==> config.mk <==
export PLATFORM = sky130hd
export DESIGN_NAME = scan_mux_ctrl
export DESIGN_NICKNAME = d
export VERILOG_FILES = /design/src/rtl/scan_mux_pkg.sv /design/src/rtl/scan_next_ch.sv /design/src/rtl/scan_mux_ctrl.sv
export SDC_FILE = /design/constraint.sdc
export NUM_CORES = 1
export LEC_CHECK = 0
export BUFFER_PORTS_ARGS = -buffer_cell sky130_fd_sc_hd__buf_2
export CORE_MARGIN = 2
export CORE_UTILIZATION = 56
export DETAILED_ROUTE_END_ITERATION = 7
export PLACE_DENSITY = 0.91
export RECOVER_POWER = 50
export SYNTH_ARGS = -nofsm -noshare
export SYNTH_HDL_FRONTEND = slang
export SYNTH_SLANG_ARGS = --single-unit
==> constraint.sdc <==
create_clock -name clk -period 2.69 [get_ports clk]
set_input_delay 0.1345 -clock clk [delete_from_list [all_inputs] [get_ports clk]]
set_output_delay 0.1345 -clock clk [all_outputs]
set_load 0.02 [all_outputs]
==> src/rtl/scan_mux_pkg.sv <==
// Shared definitions for the scanning channel selector: mode encodings and
// the channel-index width helper.
package scan_mux_pkg;

  localparam logic [1:0] MODE_MANUAL = 2'b00;
  localparam logic [1:0] MODE_AUTO   = 2'b01;
  localparam logic [1:0] MODE_FREEZE = 2'b10;
  localparam logic [1:0] MODE_MASKED = 2'b11;

  // Width of a channel index; never narrower than one bit.
  function automatic int sel_w_f(input int n);
    if (n <= 2) begin
      return 1;
    end else begin
      return $clog2(n);
    end
  endfunction

endpackage

==> src/rtl/scan_next_ch.sv <==
// Wrap-around priority search: finds the first enabled channel strictly after
// cur_ch_i (wrapping to 0), ending with cur_ch_i itself as the last candidate.
module scan_next_ch #(
  parameter int N_CH  = 4,
  parameter int SEL_W = 2
) (
  input  logic [SEL_W-1:0] cur_ch_i,
  input  logic [N_CH-1:0]  mask_i,
  output logic [SEL_W-1:0] next_ch_o,
  output logic             found_o
);

  int idx_s;

  // Walk candidates from farthest to nearest so the nearest enabled one wins.
  always_comb begin
    next_ch_o = cur_ch_i;
    found_o   = 1'b0;
    idx_s     = 0;
    for (int k = N_CH; k >= 1; k--) begin
      idx_s     = (int'(cur_ch_i) + k) % N_CH;
      next_ch_o = mask_i[SEL_W'(idx_s)] ? SEL_W'(idx_s) : next_ch_o;
      found_o   = found_o | mask_i[SEL_W'(idx_s)];
    end
  end

endmodule

==> src/rtl/scan_mux_ctrl.sv <==
// Registered N-channel selector with manual, timed auto-scan, freeze and
// masked auto-scan modes. Output data lags the channel index by one edge.
module scan_mux_ctrl
  import scan_mux_pkg::*;
#(
  parameter int N_CH    = 4,
  parameter int W       = 1,
  parameter int DWELL_W = 8,
  localparam int SEL_W  = sel_w_f(N_CH)
) (
  input  logic                clk,
  input  logic                rst_n,
  input  logic                en,
  input  logic [N_CH*W-1:0]   din,
  input  logic [1:0]          mode,
  input  logic [SEL_W-1:0]    sel,
  input  logic [DWELL_W-1:0]  dwell,
  input  logic [N_CH-1:0]     mask,
  output logic [W-1:0]        dout,
  output logic [SEL_W-1:0]    cur_ch,
  output logic                switched
);

  logic [SEL_W-1:0]   cur_ch_q, cur_ch_d;
  logic [DWELL_W-1:0] cnt_q, cnt_d;
  logic [1:0]         mode_q;
  logic [W-1:0]       dout_q, dout_d;
  logic               switched_q, switched_d;

  logic [N_CH-1:0]    scan_mask_s;
  logic [SEL_W-1:0]   next_ch_s;
  logic               found_s;
  logic               sel_ok_s;
  logic               mode_chg_s;
  logic               cnt_hit_s;

  // Plain auto-scan searches with every channel enabled; masked scan uses mask.
  always_comb begin
    if (mode == MODE_MASKED) begin
      scan_mask_s = mask;
    end else begin
      scan_mask_s = {N_CH{1'b1}};
    end
  end

  scan_next_ch #(
    .N_CH  (N_CH),
    .SEL_W (SEL_W)
  ) u_next (
    .cur_ch_i  (cur_ch_q),
    .mask_i    (scan_mask_s),
    .next_ch_o (next_ch_s),
    .found_o   (found_s)
  );

  // Channel-selection and dwell-counter rules for the requested mode.
  always_comb begin
    sel_ok_s   = ({1'b0, sel} < (SEL_W+1)'(N_CH));
    mode_chg_s = (mode != mode_q);
    cnt_hit_s  = (cnt_q == dwell);
    cur_ch_d   = cur_ch_q;
    cnt_d      = {DWELL_W{1'b0}};
    case (mode)
      MODE_MANUAL: begin
        if (sel_ok_s) begin
          cur_ch_d = sel;
        end else begin
          cur_ch_d = cur_ch_q;
        end
      end
      MODE_AUTO, MODE_MASKED: begin
        if (cnt_hit_s) begin
          cnt_d = {DWELL_W{1'b0}};
          if (found_s) begin
            cur_ch_d = next_ch_s;
          end else begin
            cur_ch_d = cur_ch_q;
          end
        end else if (mode_chg_s) begin
          // Entering a scan mode restarts the dwell from zero.
          cnt_d = {DWELL_W{1'b0}};
        end else begin
          cnt_d = cnt_q + DWELL_W'(1);
        end
      end
      MODE_FREEZE: begin
        cur_ch_d = cur_ch_q;
      end
      default: begin
        cur_ch_d = cur_ch_q;
      end
    endcase
    switched_d = (cur_ch_d != cur_ch_q);
    // Data follows the pre-edge channel, giving one extra edge of latency.
    dout_d     = din[int'(cur_ch_q)*W +: W];
  end

  // State and output registers; en=0 holds everything and drops the pulse.
  always_ff @(posedge clk or negedge rst_n) begin
    if (!rst_n) begin
      cur_ch_q   <= {SEL_W{1'b0}};
      cnt_q      <= {DWELL_W{1'b0}};
      mode_q     <= MODE_MANUAL;
      dout_q     <= {W{1'b0}};
      switched_q <= 1'b0;
    end else if (en) begin
      cur_ch_q   <= cur_ch_d;
      cnt_q      <= cnt_d;
      mode_q     <= mode;
      dout_q     <= dout_d;
      switched_q <= switched_d;
    end else begin
      switched_q <= 1'b0;
    end
  end

  assign dout     = dout_q;
  assign cur_ch   = cur_ch_q;
  assign switched = switched_q;

endmodule

==> flow_metrics.env <==
export IMPL_cp_end_kind="flip-flop"
export IMPL_required_ns=2.85
export IMPL_p_per_area_nw_per_um2=424.7
export IMPL_drive_above_1_share_pct=25.18
export IMPL_cts_root_buf="clkbuf_4"
export IMPL_grtUsageTotal_pct=24.82
export IMPL_ir_worst_vdd_mv=0.2834
export IMPL_hold_violations=0
export IMPL_cp_slowest_cell="dfrtp_1"
export IMPL_wl_mm=2.531
export IMPL_synth_top_cell_area_share_pct=33.45
export IMPL_row_count=15
export IMPL_synth_commonest_cells="dfrtp_1, xnor2_1, inv_1, nor2_1, o22ai_1"
export IMPL_first_iter_violations=41
export IMPL_synth_edf_count=0
export IMPL_setup_viol=0
export IMPL_dp_hpwl_mm=1.899
export IMPL_start_kind="flip-flop"
export IMPL_core_area_um2=1745
export IMPL_cp_arrival_ns=2.10
export IMPL_avgViaCountPerCell=6.140
export IMPL_route_detailed_drc=0
export IMPL_synth_area_leader_cell="dfrtp_1"
export IMPL_synth_cell_types=38
export IMPL_die_w_um=47.25
export IMPL_slowest_delay_ns=0.54
export IMPL_antenna_found_initial=0
export IMPL_num_vias=1007
export IMPL_slew_headroom_pct=48.39
export IMPL_num_antenna_cells=0
export IMPL_ys_seq_elements=14
export IMPL_drtPass1Iterations=4
export IMPL_insertion_delay_ns=0.28
export IMPL_switching_share_pct=33.28
export IMPL_syn2layout_area_growth_pct=16.25
export IMPL_syn_area_per_cell_um2=9.268
export IMPL_portBuffers=26
export IMPL_fin_tns_setup_ns=0
export IMPL_crit_fanout=13
export IMPL_hp_class="in -> reg"
export IMPL_pwr_share_seq_pct=47.6
export IMPL_async_reset_ff_share_pct=100.0
export IMPL_timing_final_crit_share_pct=72.04
export IMPL_die_h_um=47.25
export IMPL_worst_clock_skew_ns=0.009805
export IMPL_path_cells="or3b_1 > a21oi_1 > nor3_1 > a22o_1 > o311a_1"
export IMPL_grt_pass1_wl_mm=3.953
export IMPL_wire_per_inst_um=15.43
export IMPL_met3_usage_pct=4.615
export IMPL_total_power_uw=517.1
export IMPL_synth_top_flop_cell="dfrtp_1"
export IMPL_slew_viol_final=0
export IMPL_period_minus_slack_ns=1.938
export IMPL_rsz0062_at_grt="false"
export IMPL_tightest_slew_ns=0.7741
export IMPL_path_clk_slew_ns=0.09
export IMPL_max_freq_mhz=516.0
export IMPL_status="complete, no violations"
export IMPL_cellLeakagePower_nw=0.5253
export IMPL_p_comb_share_pct=29.6
export IMPL_grtUsageMet1_pct=30.07
export IMPL_maxCapViolCount=0
export IMPL_pre_cts_slack_ns=0.8019
export IMPL_synth_nets=137
export IMPL_clkSinkCount=14
export IMPL_h_tree_depth=1
export IMPL_multi_input_area_um2=636.9
export IMPL_cts_tree="done"
export IMPL_clock_path_buffers=2
export IMPL_postCtsSetupRepairBufs=0
export IMPL_die_area_um2=2232
export IMPL_yosysWarnings=0
export IMPL_grt_max_degree=19
export IMPL_critPathKind="reg -> reg"
export IMPL_p_int_uw=345.0
export IMPL_netlist_area_um2=1047
export IMPL_pwr_share_clk_pct=22.8
export IMPL_pin_count=27
export IMPL_seq_area_um2=350.3
export IMPL_netlist_instances=113
export IMPL_placedCellCount=160
export IMPL_fin_nets=165
export IMPL_net_switching_power_uw=172.1
export IMPL_top_usage_layer="met2"
export IMPL_gp_congestion=0.8890
export IMPL_ant_nets=0
export IMPL_numCtsBuffers=3
export IMPL_ys_seq_area_share_pct=33.45
export IMPL_initial_core_util_pct=60.00
export IMPL_grt_pass1_vias=939
export IMPL_fin_ws_ns=0.7521
export IMPL_final_cell_count_no_fill=164
export IMPL_grt_overflow_total=0
export IMPL_nFillCells=150
export IMPL_r2r_cells=5
export IMPL_grt_use_met2_pct=43.78
export IMPL_synth_top_cells_by_area="dfrtp_1, xnor2_1, mux2_2, o22ai_1, inv_1"
export IMPL_hold_path_depth=4
==> power by group through the flow <==
| stage | registers, mW | logic (mW) | clock network, mW |
|---|---|---|---|
| floorplan | 0.253 | 0.0969 | 0 |
| global placement | 0.248 | 0.143 | 0 |
| detailed placement | 0.249 | 0.151 | 0 |
| CTS | 0.245 | 0.153 | 0.119 |
| global route | 0.249 | 0.166 | 0.131 |
| finish | 0.246 | 0.153 | 0.118 |
==> flip-flops by register name, indices dropped and copies added (netlist names) <==
register  count
mode_q        2
cur_ch        2
switched      1
cnt_q         8
dout          1
==> per-layer routing <==
metal | share of wire [%] | wire, um
met1 | 42 | 1072
met4 | 0.67 | 17
met5 | 0 | 0
met3 | 5.5 | 140
met2 | 51 | 1301
==> cells by family (layout without fill, tap and decap cells) <==
kind of cell             Yosys count  count (layout)  share of synthesized area [%]
buffers and inverters             14              40                          5.735
flip-flops                        14              14                          33.45
multiplexers                       5               5                          6.332
AND/OR/NAND/NOR                   32              32                          17.92
XOR/XNOR                          14              14                          11.71
AO/OA/AOI/OAI                     33              33                          23.66
adder cells (fa/ha/maj)            1               1                          1.195
==> worst max-delay path, delay by kind of cell (launching register included) <==
family / cells / cell delay (ns)
and+or+nand+nor: 2 / 0.53
DFF: 1 / 0.54
AOI/OAI and AO/OA: 3 / 0.75
==> cells in the final DEF (no fill, tap or decap), types with 2 or more instances in the layout <==
cell / count
nor3_1: 2
o21a_1: 3
o21ai_0: 2
or3b_1: 3
clkbuf_4: 3
nor2_1: 5
inv_1: 8
nand2_1: 3
a31oi_1: 2
inv_2: 2
nor3b_1: 2
nor4_1: 2
and3_1: 4
o311a_1: 2
a21o_1: 3
o311ai_1: 3
xnor2_1: 14
nand3_1: 2
o22ai_1: 5
a21oi_1: 4
buf_2: 25
a211oi_1: 3
nand3b_1: 2
nand4_1: 3
dfrtp_1: 14
o31ai_1: 2
mux2_2: 3
==> repair_timing <==
action | in CTS | in global routing
endpoints found under the setup margin | 0 | 0
hold buffers | 1 | 0
gates resized for setup | 0 | 0
endpoints found under the hold margin | 14 | 0
==> layout make-up <==
| cell class | count | share of cell area, % |
|---|---|---|
| inverter | 10 | 3.083 |
| timing repair buffer | 27 | 11.41 |
| sequential | 14 | 28.78 |
| tap | 25 | 2.569 |
| multi-input combinational | 85 | 52.31 |
| clock buffer | 3 | 1.850 |
==> metrics by stage <==
step	util, %	instance area (um^2)	hold slack (ns)
final	69.75	1217	0.2339
after detailed placement	67.96	1186	0.04504
after global routing	69.75	1217	0.2451
after CTS	69.82	1219	0.2198
after floorplan	-	1047	-0.1611
after global placement	67.96	1186	0.04482
==> worst paths after layout <==
path,endpoint,startpoint,slack [ns]
worst min register to register,dout$_DFFE_PN0P_,dout$_DFFE_PN0P_,0.51
worst min-delay path,cur_ch[1]$_DFFE_PN0P_,sel[1],0.23
worst max register to register,switched$_DFF_PN0_,cur_ch[0]$_DFFE_PN0P_,0.75
min in group asynchronous,cnt_q[3]$_DFFE_PN0P_,rst_n,0.43
max in group asynchronous,cur_ch[1]$_DFFE_PN0P_,rst_n,1.77
worst max-delay path,switched$_DFF_PN0_,cur_ch[0]$_DFFE_PN0P_,0.75
No activity file was read; power rests on OpenSTA's default activity.
